## config.mk

```make
export PLATFORM = sky130hd
export DESIGN_NAME = jtframe_z80_busarb
export DESIGN_NICKNAME = d
export VERILOG_FILES = /design/src/rtl/jtframe_z80_busarb_pkg.sv /design/src/rtl/jtframe_z80_busarb.sv
export SDC_FILE = /design/constraint.sdc
export NUM_CORES = 1
export LEC_CHECK = 0
export CAP_MARGIN = 15
export CORE_MARGIN = 2
export CORE_UTILIZATION = 35
export DETAILED_ROUTE_END_ITERATION = 6
export GPL_TIMING_DRIVEN = 0
export PLACE_DENSITY = 0.72
export SLEW_MARGIN = 10
export SYNTH_ARGS = -nofsm -noshare
export SYNTH_HDL_FRONTEND = slang
export SYNTH_SLANG_ARGS = --single-unit
```

## constraint.sdc

```tcl
create_clock -name clk -period 1.7 [get_ports clk]
set_input_delay 0.255 -clock clk [delete_from_list [all_inputs] [get_ports clk]]
set_output_delay 0.255 -clock clk [all_outputs]
set_load 0.02 [all_outputs]
```

## src/rtl/jtframe_z80_busarb_pkg.sv

```systemverilog
// Shared types and constants for the Z80 / DMA RAM bus arbiter.
package jtframe_z80_busarb_pkg;

    localparam int CNT_W = 8;

    typedef enum logic [2:0] {
        ST_IDLE    = 3'd0,
        ST_REQ     = 3'd1,
        ST_GRANT   = 3'd2,
        ST_RELEASE = 3'd3,
        ST_HOLDOFF = 3'd4
    } state_e;

    function automatic logic [CNT_W-1:0] sat_inc(input logic [CNT_W-1:0] v);
        return (v == '1) ? v : v + 1'b1;
    endfunction

endpackage

```

## src/rtl/jtframe_z80_busarb.sv

```systemverilog
// Shares the Z80 local RAM with one DMA port using the BUSRQ_n/BUSAK_n handshake,
// with burst cap, CPU run gap between grants and a sticky handshake timeout flag.
//
// state   | meaning
// IDLE    | CPU owns RAM, no request pending
// REQ     | busrq_n asserted, waiting for busak_n (timeout counted)
// GRANT   | DMA owns RAM (burst counted)
// RELEASE | busrq_n released, waiting for busak_n to return high
// HOLDOFF | CPU run gap before the next request may be honoured
module jtframe_z80_busarb
    import jtframe_z80_busarb_pkg::*;
#(
    parameter int AW       = 12,
    parameter int DW       = 8,
    parameter int MAXBURST = 64,
    parameter int GAP      = 16,
    parameter int TIMEOUT  = 255
) (
    input  logic          clk,
    input  logic          rst,
    input  logic          cen,
    output logic          busrq_n,
    input  logic          busak_n,
    input  logic [AW-1:0] cpu_addr,
    input  logic [DW-1:0] cpu_dout,
    input  logic          cpu_we,
    input  logic          dma_req,
    output logic          dma_gnt,
    input  logic [AW-1:0] dma_addr,
    input  logic [DW-1:0] dma_dout,
    input  logic          dma_we,
    output logic [AW-1:0] ram_addr,
    output logic [DW-1:0] ram_din,
    output logic          ram_we,
    output logic          timeout_err
);

    localparam logic [CNT_W-1:0] MAXBURST_C = CNT_W'(MAXBURST);
    localparam logic [CNT_W-1:0] GAP_C      = CNT_W'(GAP);
    localparam logic [CNT_W-1:0] TIMEOUT_C  = CNT_W'(TIMEOUT);

    state_e           state_q, state_d;
    logic [CNT_W-1:0] cnt_q, cnt_d, cnt_inc;
    logic             err_q, err_d;
    logic             busrq_n_q, busrq_n_d;
    logic             gnt_q, gnt_d;

    assign cnt_inc = sat_inc(cnt_q);

    // One counter serves timeout, burst and gap: only one is live per state.
    always_ff @(posedge clk or posedge rst) begin
        if (rst) begin
            state_q   <= ST_IDLE;
            cnt_q     <= '0;
            err_q     <= 1'b0;
            busrq_n_q <= 1'b1;
            gnt_q     <= 1'b0;
        end else if (cen) begin
            state_q   <= state_d;
            cnt_q     <= cnt_d;
            err_q     <= err_d;
            busrq_n_q <= busrq_n_d;
            gnt_q     <= gnt_d;
        end
    end

    always_comb begin
        state_d = state_q;
        cnt_d   = cnt_q;
        err_d   = err_q;
        case (state_q)
            ST_IDLE: begin
                cnt_d = '0;
                if (dma_req) state_d = ST_REQ;
            end
            ST_REQ: begin
                cnt_d = cnt_inc;
                // An ack wins over a simultaneous timeout.
                if (!busak_n) begin
                    state_d = ST_GRANT;
                    cnt_d   = '0;
                end else if (!dma_req) begin
                    state_d = ST_RELEASE;
                end else if (cnt_inc >= TIMEOUT_C) begin
                    err_d   = 1'b1;
                    state_d = ST_RELEASE;
                end
            end
            ST_GRANT: begin
                cnt_d = cnt_inc;
                if (busak_n || !dma_req || cnt_inc >= MAXBURST_C) state_d = ST_RELEASE;
            end
            ST_RELEASE: begin
                cnt_d = '0;
                if (busak_n) state_d = (GAP == 0) ? ST_IDLE : ST_HOLDOFF;
            end
            ST_HOLDOFF: begin
                cnt_d = cnt_inc;
                if (cnt_inc >= GAP_C) state_d = ST_IDLE;
            end
            default: begin
                state_d = ST_IDLE;
                cnt_d   = '0;
            end
        endcase
    end

    always_comb begin
        busrq_n_d = !(state_d == ST_REQ || state_d == ST_GRANT);
        gnt_d     = (state_d == ST_GRANT);
        if (gnt_q) begin
            ram_addr = dma_addr;
            ram_din  = dma_dout;
            ram_we   = dma_we;
        end else begin
            ram_addr = cpu_addr;
            ram_din  = cpu_dout;
            // The Z80 is tri-stated while busak_n is low: block its strobe.
            ram_we   = cpu_we & ~((state_q == ST_REQ || state_q == ST_RELEASE) && !busak_n);
        end
    end

    assign busrq_n     = busrq_n_q;
    assign dma_gnt     = gnt_q;
    assign timeout_err = err_q;

endmodule

```

# After elaboration in Yosys (flattened, before gate mapping)
# Cells that the tools add are included.
word_totals:
  reg_bits: 14
  in_bits: 47
  output_inout_bits: 24
  wordCells: 43
op_classes:
  addsub: 1
  order_cmp: 3
  n_eq_ne: 7
  n_mux: 14
  bitwise_logic: 2
  n_reduce_logical: 11
op_table:
  columns: ["op", "n"]
  rows:
  - ["$mux W8", 3]
  - ["$mux W3", 7]
  - ["$pmux W8 S2", 1]
  - ["$pmux W3 S5", 1]
  - ["$mux W12", 1]
  - ["$eq A3 B2 Y1 const B", 3]
  - ["$add A8 B1 Y8 const B", 1]
  - ["$eq A8 B8 Y1 const B", 1]
  - ["$ge A8 B5 Y1 const B", 1]
  - ["$ge A8 B7 Y1 const B", 1]
  - ["$ge A8 B8 Y1 const B", 1]
  - ["$eq A3 B1 Y1 const B", 2]
  - ["$reduce_and A5 Y1", 1]
  - ["$logic_or A1 B1 Y1", 4]
  - ["$eq A3 B3 Y1 const B", 1]
  - ["$logic_not A1 Y1", 3]
  - ["$logic_not A3 Y1", 1]
  - ["$reduce_or A2 Y1", 1]
  - ["$and A1 B1 Y1", 1]
  - ["$logic_and A1 B1 Y1", 1]
  - ["$mux W1", 1]
  - ["$not A1 Y1", 1]

# Logic depth before layout (Yosys ltp)
depth:
  word_depth: 10
  mapped_depth: 8
  ltp_nobuf: 7

# Least setup slack after synthesis
# Ideal clock, no wire load.
synth_path:
  kind: "reg2reg"
  from: "register cnt_q[0]"
  to: "register gnt_q, in the netlist dma_gnt"
  setup_ns: 0.122
  arrival_ns: 1.731
  required_ns: 1.578
  slack_ns: -0.153
  stages_incl_launch_ff: 8
  n_path_buf: 0
  period_less_slack_ns: 1.853
  path_cell_list: "dfrtp_1 > ha_1 > and4_4 > and3_1 > a31o_1 > and4_4 > o21a_1 > a32o_1"
synth_between:
  elab_chain_len: 8
  elab_cells_between_ends: 14
  classes_between: "add/sub: 1; order compare: 3; eq/ne: 2; mux: 7; reduce/logical: 1"
synth_rtl:
  columns: ["element", "line_no", "rtl"]
  rows:
  - ["from (decl)", "jtframe_z80_busarb.sv:43", "logic [CNT_W-1:0] cnt_q, cnt_d, cnt_inc;"]
  - ["from (signal assigned)", "jtframe_z80_busarb.sv:60", "cnt_q <= cnt_d;"]
  - ["$add A8 B1 Y8 or $eq A8 B8 Y1 (tied branches)", "jtframe_z80_busarb_pkg.sv:15", "return (v == '1) ? v : v + 1'b1;"]
  - ["$mux W8 *", "jtframe_z80_busarb_pkg.sv:15", null]
  - ["$ge A8 B8 Y1", "jtframe_z80_busarb.sv:84", "end else if (cnt_inc >= TIMEOUT_C) begin"]
  - ["$mux W3", "jtframe_z80_busarb.sv:84", null]
  - ["$mux W3", "jtframe_z80_busarb.sv:82", "end else if (!dma_req) begin"]
  - ["$mux W3", "jtframe_z80_busarb.sv:79", "if (!busak_n) begin"]
  - ["$pmux W3 S5 *", "jtframe_z80_busarb.sv:71", "case (state_q)"]
  - ["$eq A3 B2 Y1 *", "jtframe_z80_busarb.sv:110", "gnt_d = (state_d == ST_GRANT);"]
  - ["to (signal assigned)", "jtframe_z80_busarb.sv:63", "gnt_q <= gnt_d;"]
  - ["to (decl)", "jtframe_z80_busarb.sv:46", "logic gnt_q, gnt_d;"]
# Mark *: on every way between the ends. The rest lies on a longest branch, timed or not.
# A chain may end at the register's enable or synchronous reset.

# Worst setup path after layout
# Ends and elaborated chain as after synthesis.

==> flow_metrics.env <==
export IMPL_via_per_inst=5.24
export IMPL_first_iter_violations=57
export IMPL_dpl_hpwl_um=3500
export IMPL_cpMaxStageDelayCell="dfrtp_2"
export IMPL_synth_nets=190
export IMPL_cts_buffer_depth=2
export IMPL_fin_crit_sh=1.07
export IMPL_max_stage_delay_ns=0.43
export IMPL_ctsHoldBuffers=0
export IMPL_vias=1457
export IMPL_fin_nets=279
export IMPL_drc_errors=0
export IMPL_die_h_um=65.0
export IMPL_startpoint_type="flip-flop"
export IMPL_tritoncts="done"
export IMPL_stdcell_count=278
export IMPL_antenna_found_initial=0
export IMPL_diodes=0
export IMPL_yosysUniqueCellTypes=48
export IMPL_drive_gt1_frac=0.448
export IMPL_finalPower_uw=1500
export IMPL_avgSynthCellArea_um2=9.16
export IMPL_dr_pass1_iters=4
export IMPL_numCtsBuffers=3
export IMPL_wl_um=4650
export IMPL_rsz0062_at_grt="true"
export IMPL_min_path_type="input port to flip-flop"
export IMPL_critPathMostFrequentCell="and4_4"
export IMPL_grt_ovfl_total=0
export IMPL_synth_area_leaders="dfrtp_1 (25%), mux2_2 (18%), buf_6 (6.1%)"
export IMPL_fin_area_um2=2280
export IMPL_placed_area_um2=2070
export IMPL_clk_latency_ns=0.25
export IMPL_finalHoldWorstSlack_ns=0.225
export IMPL_ys_flop_type="dfrtp_1"
export IMPL_clk_pin_slew_ns=0.06
export IMPL_crit_fanout=4
export IMPL_critPathTopFamily="compound AO/OA/AOI/OAI gates"
export IMPL_ys_warnings_count=0
export IMPL_gp_congestion=0.814
export IMPL_crit_buf_inv=0
export IMPL_synth_seq_cells=14
export IMPL_violations="negative setup slack"
export IMPL_die_area_um2=4220
export IMPL_required_ns=1.84
export IMPL_root_buffer="clkbuf_8"
export IMPL_grt_max_degree=15
export IMPL_p_leak_uw=0.000964
export IMPL_crit_type="flip-flop to flip-flop"
export IMPL_max_freq_mhz=550
export IMPL_power_density_nw_per_um2=660
export IMPL_status="finished, violations left"
export IMPL_ant_nets=0
export IMPL_drv_cap=0
export IMPL_io_buffers=68
export IMPL_layout_setup_ws_ns=-0.117
export IMPL_syn_inst=142
export IMPL_critPathCaptureType="flip-flop"
export IMPL_grt_pass1_vias=1403
export IMPL_grtUsageTotal=0.212
export IMPL_syn_cell_area_um2=1300
export IMPL_coreArea_um2=3610
export IMPL_peakVddDrop_uv=513
export IMPL_initial_core_util=0.361
export IMPL_io_pins=71
export IMPL_drv_slew=0
export IMPL_slew_limit_headroom=0.631
export IMPL_worstMarginPinSlew_ns=0.552
export IMPL_setup_viol_count_final=5
export IMPL_die_x_um=65.0
export IMPL_period_needed_ns=1.82
export IMPL_wl_per_cell_um=16.7
export IMPL_fin_setup_tns_ns=-0.316
export IMPL_grt_pass1_wl_um=7010
export IMPL_finClkSkew_ns=0.00268
export IMPL_syn_to_final_growth_pct=75.0
export IMPL_yosysSeqAreaShare=0.270
export IMPL_synthArstFlopShare=1.00
export IMPL_rows=22
export IMPL_cp_arrival_ns=1.96
export IMPL_htreeDepth=1
export IMPL_synth_top_area_share=0.250
export IMPL_dp_cells=258
export IMPL_clkSinkCount=14
export IMPL_path_cells="ha_4 > and4_4 > and3_4 > a31o_1 > and4_4 > o21a_1 > a32o_2"
export IMPL_synth_edf_count=0
export IMPL_finalHoldViolCount=0
export IMPL_yosysTopAreaCell="dfrtp_1"
==> what timing repair did <==
item                       CTS  global route
setup endpoints to repair   30            20
gates resized for setup     89            22
gates cloned                 1             1
pin swaps                   11             7
setup buffers               14             3
==> registers in the layout, indices dropped and copies added, names as in the netlist <==
| name | flops |
|---|---|
| timeout_err | 1 |
| cnt_q | 8 |
| state_q | 3 |
| busrq_n | 1 |
| dma_gnt | 1 |
==> per-stage QoR <==
step | util | setup slack [ns]
floorplan | - | -0.0717
global placement | 0.575 | -0.404
detailed placement | 0.575 | -0.450
CTS | 0.616 | -0.131
global route | 0.632 | -0.169
finish | 0.632 | -0.117
==> area by class of cell <==
| cell class | count | area [um2] |
|---|---|---|
| inverters | 5 | 18.8 |
| multi-input cells | 110 | 902 |
| fillers | 315 | 1330 |
| repair buffers | 86 | 783 |
| plain buffers | 11 | 98.8 |
| flip-flops and latches | 14 | 359 |
| well taps | 48 | 60.1 |
| clock buffers | 4 | 55.1 |
==> final timing paths <==
check / from / end / slack, ns / depth (start not counted)
max in group asynchronous: rst / cnt_q[4] / 0.95 / 2
setup reg to reg: cnt_q[0] / dma_gnt / -0.12 / 7
min in group asynchronous: rst / cnt_q[7] / 0.35 / 2
hold / removal: cen / cnt_q[3] / 0.22 / 2
setup / recovery: cnt_q[0] / dma_gnt / -0.12 / 7
hold reg to reg: timeout_err / timeout_err / 0.46 / 1
==> Yosys cell counts (all sizes together), types with 3 or more instances <==
master,instances
a21oi,9
buf,12
and4,3
mux2,21
nand3,9
nor2,6
dfrtp,13
and3,5
nand2,10
nand2b,3
a31oi,3
inv,5
o21ai,10
==> kinds of logic (layout without fill, tap and decap cells) <==
family / Yosys count / after routing / share of synthesized area
xor gates and xnor gates: 1 / 1 / 0.00673
buffers and inverters: 18 / 106 / 0.0990
and+or+nand+nor: 44 / 44 / 0.195
muxes: 22 / 22 / 0.189
adders and majority gates: 1 / 1 / 0.00961
DFF: 14 / 14 / 0.270
AOI/OAI and AO/OA: 42 / 42 / 0.230
==> power breakdown <==
part           internal (uW)  switching (uW)
registers                387            40.1
clock network            206             133
logic                    377             359
==> placed cells by master, fill, tap and decap left out, types with 3 or more instances in the layout <==
master and instances:
nand2_1 9, o21ai_0 3, o21ai_1 7, nand3_1 8
mux2_2 20, buf_2 15, clkdlybuf4s50_1 46, buf_6 8
a21oi_1 7, clkdlybuf4s15_2 4, clkbuf_8 4, inv_1 4
dfrtp_1 7, nor2_1 5, dfrtp_2 6, buf_4 18
a31oi_1 3
==> per-layer routing <==
layer	wire, um	vias to the layer above	track usage
li1	-	711	-
met1	1990	692	0.278
met3	139	10	0.0174
met5	0	-	0
met4	84	0	0.0585
met2	2440	44	0.371
(Power assumes the default switching activity.)
